$ cat src/rtl/rr_arbiter.sv
// Round-robin arbiter over 2**N requesters with a bounded grant tenure.
// A holder releases on done, on dropping its request, or when its hold limit runs out.
module rr_arbiter #(
  parameter int unsigned N        = 4,
  parameter int unsigned MAX_HOLD = 16
) (
  input  logic             clk,
  input  logic             rst,
  input  logic [2**N-1:0]  req,
  input  logic             done,
  output logic [2**N-1:0]  grant,
  output logic [N-1:0]     grant_idx,
  output logic             grant_valid,
  output logic             timeout
);

  localparam int unsigned M        = 2**N;
  localparam int unsigned HCNT_W   = 8;
  localparam logic [HCNT_W-1:0] HOLD_MAX = HCNT_W'(MAX_HOLD);

  localparam logic [0:0] S_IDLE  = 1'b0;
  localparam logic [0:0] S_OWNED = 1'b1;

  logic [0:0]        state_q, state_d;
  logic [N-1:0]      ptr_q, ptr_d;
  logic [HCNT_W-1:0] hcnt_q, hcnt_d;
  logic [N-1:0]      grant_idx_d;
  logic              grant_valid_d;
  logic [M-1:0]      grant_d;
  logic              timeout_d;

  logic              holder_req;
  logic              hold_hit;
  logic              release_c;
  logic [N-1:0]      rel_ptr;
  logic [M-1:0]      masked_req;
  logic [N:0]        idle_pick;
  logic [N:0]        rel_pick;

  // First set bit of r scanning upward from p with wrap; returns {found, index}.
  function automatic logic [N:0] rr_pick(input logic [M-1:0] r, input logic [N-1:0] p);
    logic         found;
    logic [N-1:0] idx;
    logic [N-1:0] cand;
    found = 1'b0;
    idx   = '0;
    for (int i = 0; i < M; i++) begin
      cand = p + N'(i);
      if (!found && r[cand]) begin
        found = 1'b1;
        idx   = cand;
      end
    end
    return {found, idx};
  endfunction

  // Release detection and both arbitration candidates.
  always_comb begin
    holder_req = req[grant_idx];
    hold_hit   = (hcnt_q == HOLD_MAX);
    release_c  = done | ~holder_req | hold_hit;
    rel_ptr    = grant_idx + N'(1);
    masked_req = req & ~(M'(1) << grant_idx);
    idle_pick  = rr_pick(req, ptr_q);
    rel_pick   = rr_pick(masked_req, rel_ptr);
  end

  // Next-state and next-output logic.
  always_comb begin
    state_d       = state_q;
    ptr_d         = ptr_q;
    hcnt_d        = hcnt_q;
    grant_idx_d   = grant_idx;
    grant_valid_d = grant_valid;
    timeout_d     = 1'b0;

    case (state_q)
      S_IDLE: begin
        if (idle_pick[N]) begin
          state_d       = S_OWNED;
          grant_idx_d   = idle_pick[N-1:0];
          grant_valid_d = 1'b1;
          hcnt_d        = HCNT_W'(1);
        end else begin
          grant_idx_d   = '0;
          grant_valid_d = 1'b0;
        end
      end
      S_OWNED: begin
        if (release_c) begin
          ptr_d     = rel_ptr;
          // Timeout only when the limit alone forced the release.
          timeout_d = hold_hit & ~done & holder_req;
          if (rel_pick[N]) begin
            grant_idx_d   = rel_pick[N-1:0];
            grant_valid_d = 1'b1;
            hcnt_d        = HCNT_W'(1);
          end else begin
            state_d       = S_IDLE;
            grant_idx_d   = '0;
            grant_valid_d = 1'b0;
            hcnt_d        = '0;
          end
        end else begin
          hcnt_d = hcnt_q + HCNT_W'(1);
        end
      end
      default: begin
        state_d       = S_IDLE;
        grant_idx_d   = '0;
        grant_valid_d = 1'b0;
        hcnt_d        = '0;
      end
    endcase

    grant_d = grant_valid_d ? (M'(1) << grant_idx_d) : '0;
  end

  // State and output registers; reset dominates everything.
  always_ff @(posedge clk) begin
    if (rst) begin
      state_q     <= S_IDLE;
      ptr_q       <= '0;
      hcnt_q      <= '0;
      grant       <= '0;
      grant_idx   <= '0;
      grant_valid <= 1'b0;
      timeout     <= 1'b0;
    end else begin
      state_q     <= state_d;
      ptr_q       <= ptr_d;
      hcnt_q      <= hcnt_d;
      grant       <= grant_d;
      grant_idx   <= grant_idx_d;
      grant_valid <= grant_valid_d;
      timeout     <= timeout_d;
    end
  end

endmodule

$ cat config.mk
export PLATFORM = sky130hd
export DESIGN_NAME = rr_arbiter
export DESIGN_NICKNAME = d
export VERILOG_FILES = /design/src/rtl/rr_arbiter.sv
export SDC_FILE = /design/constraint.sdc
export NUM_CORES = 1
export LEC_CHECK = 0
export ABC_AREA = 1
export CAP_MARGIN = 20
export CORE_MARGIN = 2
export CORE_UTILIZATION = 50
export CTS_CLUSTER_DIAMETER = 100
export DETAILED_ROUTE_END_ITERATION = 16
export DONT_BUFFER_PORTS = 1
export RECOVER_POWER = 50
export REMOVE_ABC_BUFFERS = 1
export SLEW_MARGIN = 30
export SYNTH_ARGS = -nofsm -noshare
export SYNTH_HDL_FRONTEND = slang
export SYNTH_SLANG_ARGS = --single-unit
$ cat constraint.sdc
create_clock -name clk -period 9.4 [get_ports clk]
set_input_delay 1.41 -clock clk [delete_from_list [all_inputs] [get_ports clk]]
set_output_delay 1.41 -clock clk [all_outputs]
set_load 0.01 [all_outputs]
# After elaboration in Yosys (flattened, before gate mapping)
# Index checks and enable logic that the tools add are counted.
dict set report word_totals {
  register_bits 35
  in_bits 19
  output_inout_bits 22
  elab_cells 294
}
dict set report classes {
  addsub 32
  n_lt_le_gt_ge 33
  n_eq_ne 2
  shift 2
  n_mux 144
  n_bitwise 11
  n_reduce_logical 63
}
# cell n
set ops {}
lappend ops {{4-bit by 5-bit < comparator with 1-bit output (second input constant)} 33}
lappend ops {{4-bit 2-to-1 mux} 35}
lappend ops {{1-bit binary-select mux with 4-bit select} 33}
lappend ops {{1-bit 2-to-1 mux} 70}
lappend ops {{4-bit adder (second input constant)} 16}
lappend ops {{4-bit by 3-bit adder with 4-bit output (second input constant)} 8}
lappend ops {{1-bit by 4-bit << shifter with 16-bit output (first input constant)} 2}
lappend ops {{1-bit logical AND} 30}
lappend ops {{1-bit zero test} 30}
lappend ops {{4-bit by 2-bit adder with 4-bit output (second input constant)} 4}
lappend ops {{16-bit AND} 1}
lappend ops {{8-bit 2-to-1 mux} 2}
lappend ops {{16-bit inverter} 1}
lappend ops {{8-bit case mux with 2 select lines} 1}
lappend ops {{4-bit by 1-bit adder with 4-bit output (second input constant)} 3}
lappend ops {{8-bit by 1-bit adder with 8-bit output (second input constant)} 1}
lappend ops {{8-bit by 5-bit == test with 1-bit output (second input constant)} 1}
lappend ops {{4-bit case mux with 2 select lines} 1}
lappend ops {{1-bit inverter} 5}
lappend ops {{1-bit case mux with 2 select lines} 2}
lappend ops {{3-bit OR reduction} 1}
lappend ops {{1-bit AND} 2}
lappend ops {{2-bit inequality test (second input constant)} 1}
lappend ops {{1-bit bitwise OR} 2}
lappend ops {{2 further kinds} 2}

# Logic depth before layout (Yosys ltp)
dict set report depth {
  depth_word 56
  depth_mapped 30
  ltp_nobuf 27
}

# Worst setup path after synthesis
# Ideal clock, no wire load.
dict set report synth_timing {
  path_type {register to register}
  startpoint {register grant_idx[0]}
  endpoint {register grant[10]}
  setup_ns 0.115
  arrival_time_ns 3.613
  required_ns 9.285
  path_slack_ns 5.671
  path_stages_with_launch 27
  path_buffers 4
  period_less_slack_ns 3.729
  cell_sequence {dfxtp_1 -> buf_2 -> inv_2 -> buf_2 -> ha_1 -> buf_4 -> inv_4 -> nand2_1 -> nand2_2 -> buf_4 -> nand3_1 -> nand3_1 -> nand3_1 -> nand2_2 -> nand3_2 -> nor2_4 -> nand4_2 -> nor3_4 -> nand4_2 -> nor2_1 -> nand3_1 -> o21ai_1 -> nor2_1 -> nor2_1 -> nor2_4 -> nand3_1 -> nor2_1}
}
dict set report synth_between {
  elab_cells_between_ends 127
  cone_classes {add/sub (16); shift (2); mux (72); bitwise (6); reduce/logical (31)}
}
# item line_no
set synth_rtl {}
lappend synth_rtl {{start, declared} 12} ;# output logic [N-1:0] grant_idx,
lappend synth_rtl {{start signal, assigned} 134} ;# grant_idx <= grant_idx_d;
lappend synth_rtl {{4-bit by 1-bit adder with 4-bit output *} 62} ;# rel_ptr = grant_idx + N'(1);
lappend synth_rtl {{named net rel_ptr[0]} 35} ;# logic [N-1:0] rel_ptr;
lappend synth_rtl {{parallel branches: the longest is 53 deep, another holds 4-bit by 1-bit adder with 4-bit output} n/a}
lappend synth_rtl {{end signal, assigned} 133} ;# grant <= grant_d;
lappend synth_rtl {{end, declared} 11} ;# output logic [2**N-1:0] grant,
# Mark *: on every way through the listed nets, which the timed path passes. The select of a mux whose other input is x is not followed.
# A chain may end at the register's enable or synchronous reset.

# Worst setup path after layout
dict set report layout_timing {
  startpoint {register grant_idx[0]}
  endpoint {register grant[15]}
}
# The elaborated chain is that of the path after synthesis.

==> results.sh <==
export IMPL_synth_cells=964
export IMPL_coreArea_um2=10300
export IMPL_dr_pass1_iters=7
export IMPL_crit_buf_inv=5
export IMPL_synth_top_area_cell="nand3_1"
export IMPL_final_cells=1087
export IMPL_ys_seq_area_frac=0.133
export IMPL_worstSetupPathType="reg -> reg"
export IMPL_via_per_inst=5.88
export IMPL_skew_ns=0.00429
export IMPL_crit_arrival_ns=7.21
export IMPL_synth_top_area_frac=0.205
export IMPL_finalSetupViolations=0
export IMPL_final_area_um2=5410
export IMPL_cts_buffers=5
export IMPL_ys_ff_latch=35
export IMPL_htreeDepth=2
export IMPL_critPathTopFamily="buffers and inverters"
export IMPL_ios=41
export IMPL_grt_first_pass_wirelength_mm=29.5
export IMPL_avgRoutedWirePerCell_um=17.0
export IMPL_drive_gt1_frac=0.0715
export IMPL_required_ns=9.62
export IMPL_post_cts_resized_instances=0
export IMPL_ir_drop_v=0.000284
export IMPL_worst_pin_slew_ns=1.86
export IMPL_cpMostUsedCell="nand2_1"
export IMPL_fp_dieW_um=107
export IMPL_dieHeight_um=107
export IMPL_power_total_mw=2.25
export IMPL_initial_core_util=0.514
export IMPL_gp_congestion=0.998
export IMPL_cts_root_buf="clkbuf_8"
export IMPL_fillerInstances=1118
export IMPL_clock_sinks=35
export IMPL_synthTopCellsByCount="275 x nand2_1, 216 x nand3_1, 105 x inv_1"
export IMPL_drc_errors=0
export IMPL_hold_viol=0
export IMPL_status="finished, violations left"
export IMPL_antenna_cells=0
export IMPL_powerDensity_nw_per_um2=416
export IMPL_critPathMaxFanout=38
export IMPL_routed_wl_mm=18.5
export IMPL_synth_warnings=0
export IMPL_synth_flop_cell="dfxtp_1"
export IMPL_syn_area_per_cell_um2=5.48
export IMPL_vias=6388
export IMPL_io_buffers=0
export IMPL_placed_area_um2=5320
export IMPL_start_kind="register"
export IMPL_max_stage_delay_ns=1.32
export IMPL_clock_latency_ns=0.28
export IMPL_reg2reg_slack_ns=2.41
export IMPL_synthTopCellsByArea="nand3_1 20%, nand2_1 20%, dfxtp_1 13%"
export IMPL_overflow=0
export IMPL_postCtsHoldBufs=0
export IMPL_syn_area_um2=5280
export IMPL_tritoncts="built"
export IMPL_yosysUniqueCellTypes=45
export IMPL_clockBufferDepth=2
export IMPL_rsz0062_at_grt="no"
export IMPL_fmax_mhz=143
export IMPL_slew_headroom=-0.237
export IMPL_violations="max-capacitance violations, max-slew violations"
export IMPL_grt_max_degree=39
export IMPL_area_growth_pct=2.39
export IMPL_slowest_stage="clkbuf_1"
export IMPL_synth_edf_count=0
export IMPL_first_iter_violations=593
export IMPL_grt_pass1_vias=5848
export IMPL_grt_use_total=0.323
export IMPL_synthArstFlopShare=0
export IMPL_min_path_type="reg -> reg"
export IMPL_maxSlewViolCount=38
export IMPL_layout_nets=990
export IMPL_rows=37
export IMPL_synth_most_common_cell="nand2_1"
export IMPL_power_leakage_nw=2.72
export IMPL_fin_tns_setup_ns=0
export IMPL_worst_setup_path_end_kind="register"
export IMPL_clkTransAtPathRegs_ns=0.07
export IMPL_min_period_ns=6.99
export IMPL_dp_hpwl_mm=14.5
export IMPL_dieArea_um2=11400
export IMPL_place_inst=1079
export IMPL_antenna_found_initial=0
export IMPL_fin_crit_sh=0.744
export IMPL_ant_nets=0
export IMPL_cap_violations=1
export IMPL_cts_setup_buffers=0
[cells in the final DEF (no fill, tap or decap), drive strengths merged, types with 4 or more instances in the layout]
master,synthesis,routed
a21oi,26,26
a31oi,5,5
clkbuf,3,6
clkinv,4,5
dfxtp,35,35
ha,21,21
inv,115,115
nand2,285,285
nand3,223,223
nand4,27,27
nor2,112,112
nor3,15,15
o21a,4,4
o21ai,33,33
o32ai,5,5
xnor2,4,4
xor2,13,13
[layout make-up]
| cell class | instances | area (um^2) | share of cell area |
|---|---|---|---|
| inverters | 119 | 449 | 0.0830 |
| well taps | 136 | 170 | 0.0315 |
| multi-input cells | 788 | 4000 | 0.739 |
| clock buffers | 5 | 68.8 | 0.0127 |
| clock inverters | 3 | 20.0 | 0.00370 |
| repair buffers | 1 | 3.75 | 0.000694 |
| flip-flops and latches | 35 | 701 | 0.130 |
[through the flow]
stage | hold slack [ns] | setup WS (ns) | util
2_1_floorplan | 0.486 | 4.97 | -
3_3_place_gp | 0.505 | 4.24 | 0.518
3_5_place_dp | 0.521 | 4.26 | 0.518
4_1_cts | 0.534 | 4.24 | 0.527
5_1_grt | 0.572 | 1.86 | 0.526
6_report | 0.533 | 2.41 | 0.526
[flip-flops by register name, summed over array words and instances, names as in the netlist]
name and count:
grant_valid 1, grant 16, state_q 1, ptr_q 4, timeout 1, grant_idx 4
hcnt_q 8
[where the power goes]
part / switching, mW / internal, mW
Clock: 0.0546 / 0.0515
Sequential: 0.0571 / 0.176
Combinational: 1.39 / 0.519
[worst reg2reg max path: stages (launching register included)]
cell and delay [ns]:
dfxtp_1 0.31, clkbuf_1 1.32, inv_1 0.86, ha_1 1.14
inv_4 0.17, nand2_1 0.13, nand2_2 0.23, inv_2 0.29
nand3_1 0.18, nand3_1 0.15, nand3_1 0.09, nand2_1 0.20
inv_1 0.11, nor2_4 0.17, nand4_2 0.15, nor3_4 0.20
nand4_2 0.17, nor2_1 0.26, nor2_1 0.08, nand2_1 0.08
nand2_1 0.05, nand2_1 0.10, nand2_1 0.13, o21ai_2 0.10
nand3_1 0.14, nor2_1 0.12
[worst paths after layout]
check	from	to	cells after the start
min reg2reg	hcnt_q[7]$_SDFFE_PP0P_	hcnt_q[7]$_SDFFE_PP0P_	2
min	hcnt_q[7]$_SDFFE_PP0P_	hcnt_q[7]$_SDFFE_PP0P_	2
max reg2reg	grant_idx[0]$_SDFF_PP0_	grant[15]$_SDFF_PP0_	25
max	grant_idx[0]$_SDFF_PP0_	grant[15]$_SDFF_PP0_	25
[routing by layer]
layer / track usage / vias to the layer above / wire [um]
met2: 0.553 / 323 / 8730
met3: 0.0578 / 50 / 1770
met1: 0.413 / 2864 / 7410
met5: 0 / - / 0
met4: 0.0946 / 0 / 552
li1: - / 3151 / -
[logic make-up (layout without fill, tap and decap cells)]
family	Yosys count	in the layout	share of synthesized area
flops	35	35	0.133
simple gates	670	670	0.584
compound gates	80	80	0.0905
buf+inv	141	128	0.111
fa+ha+maj	21	21	0.0497
xor+xnor	17	17	0.0325
(Power assumes the default switching activity.)
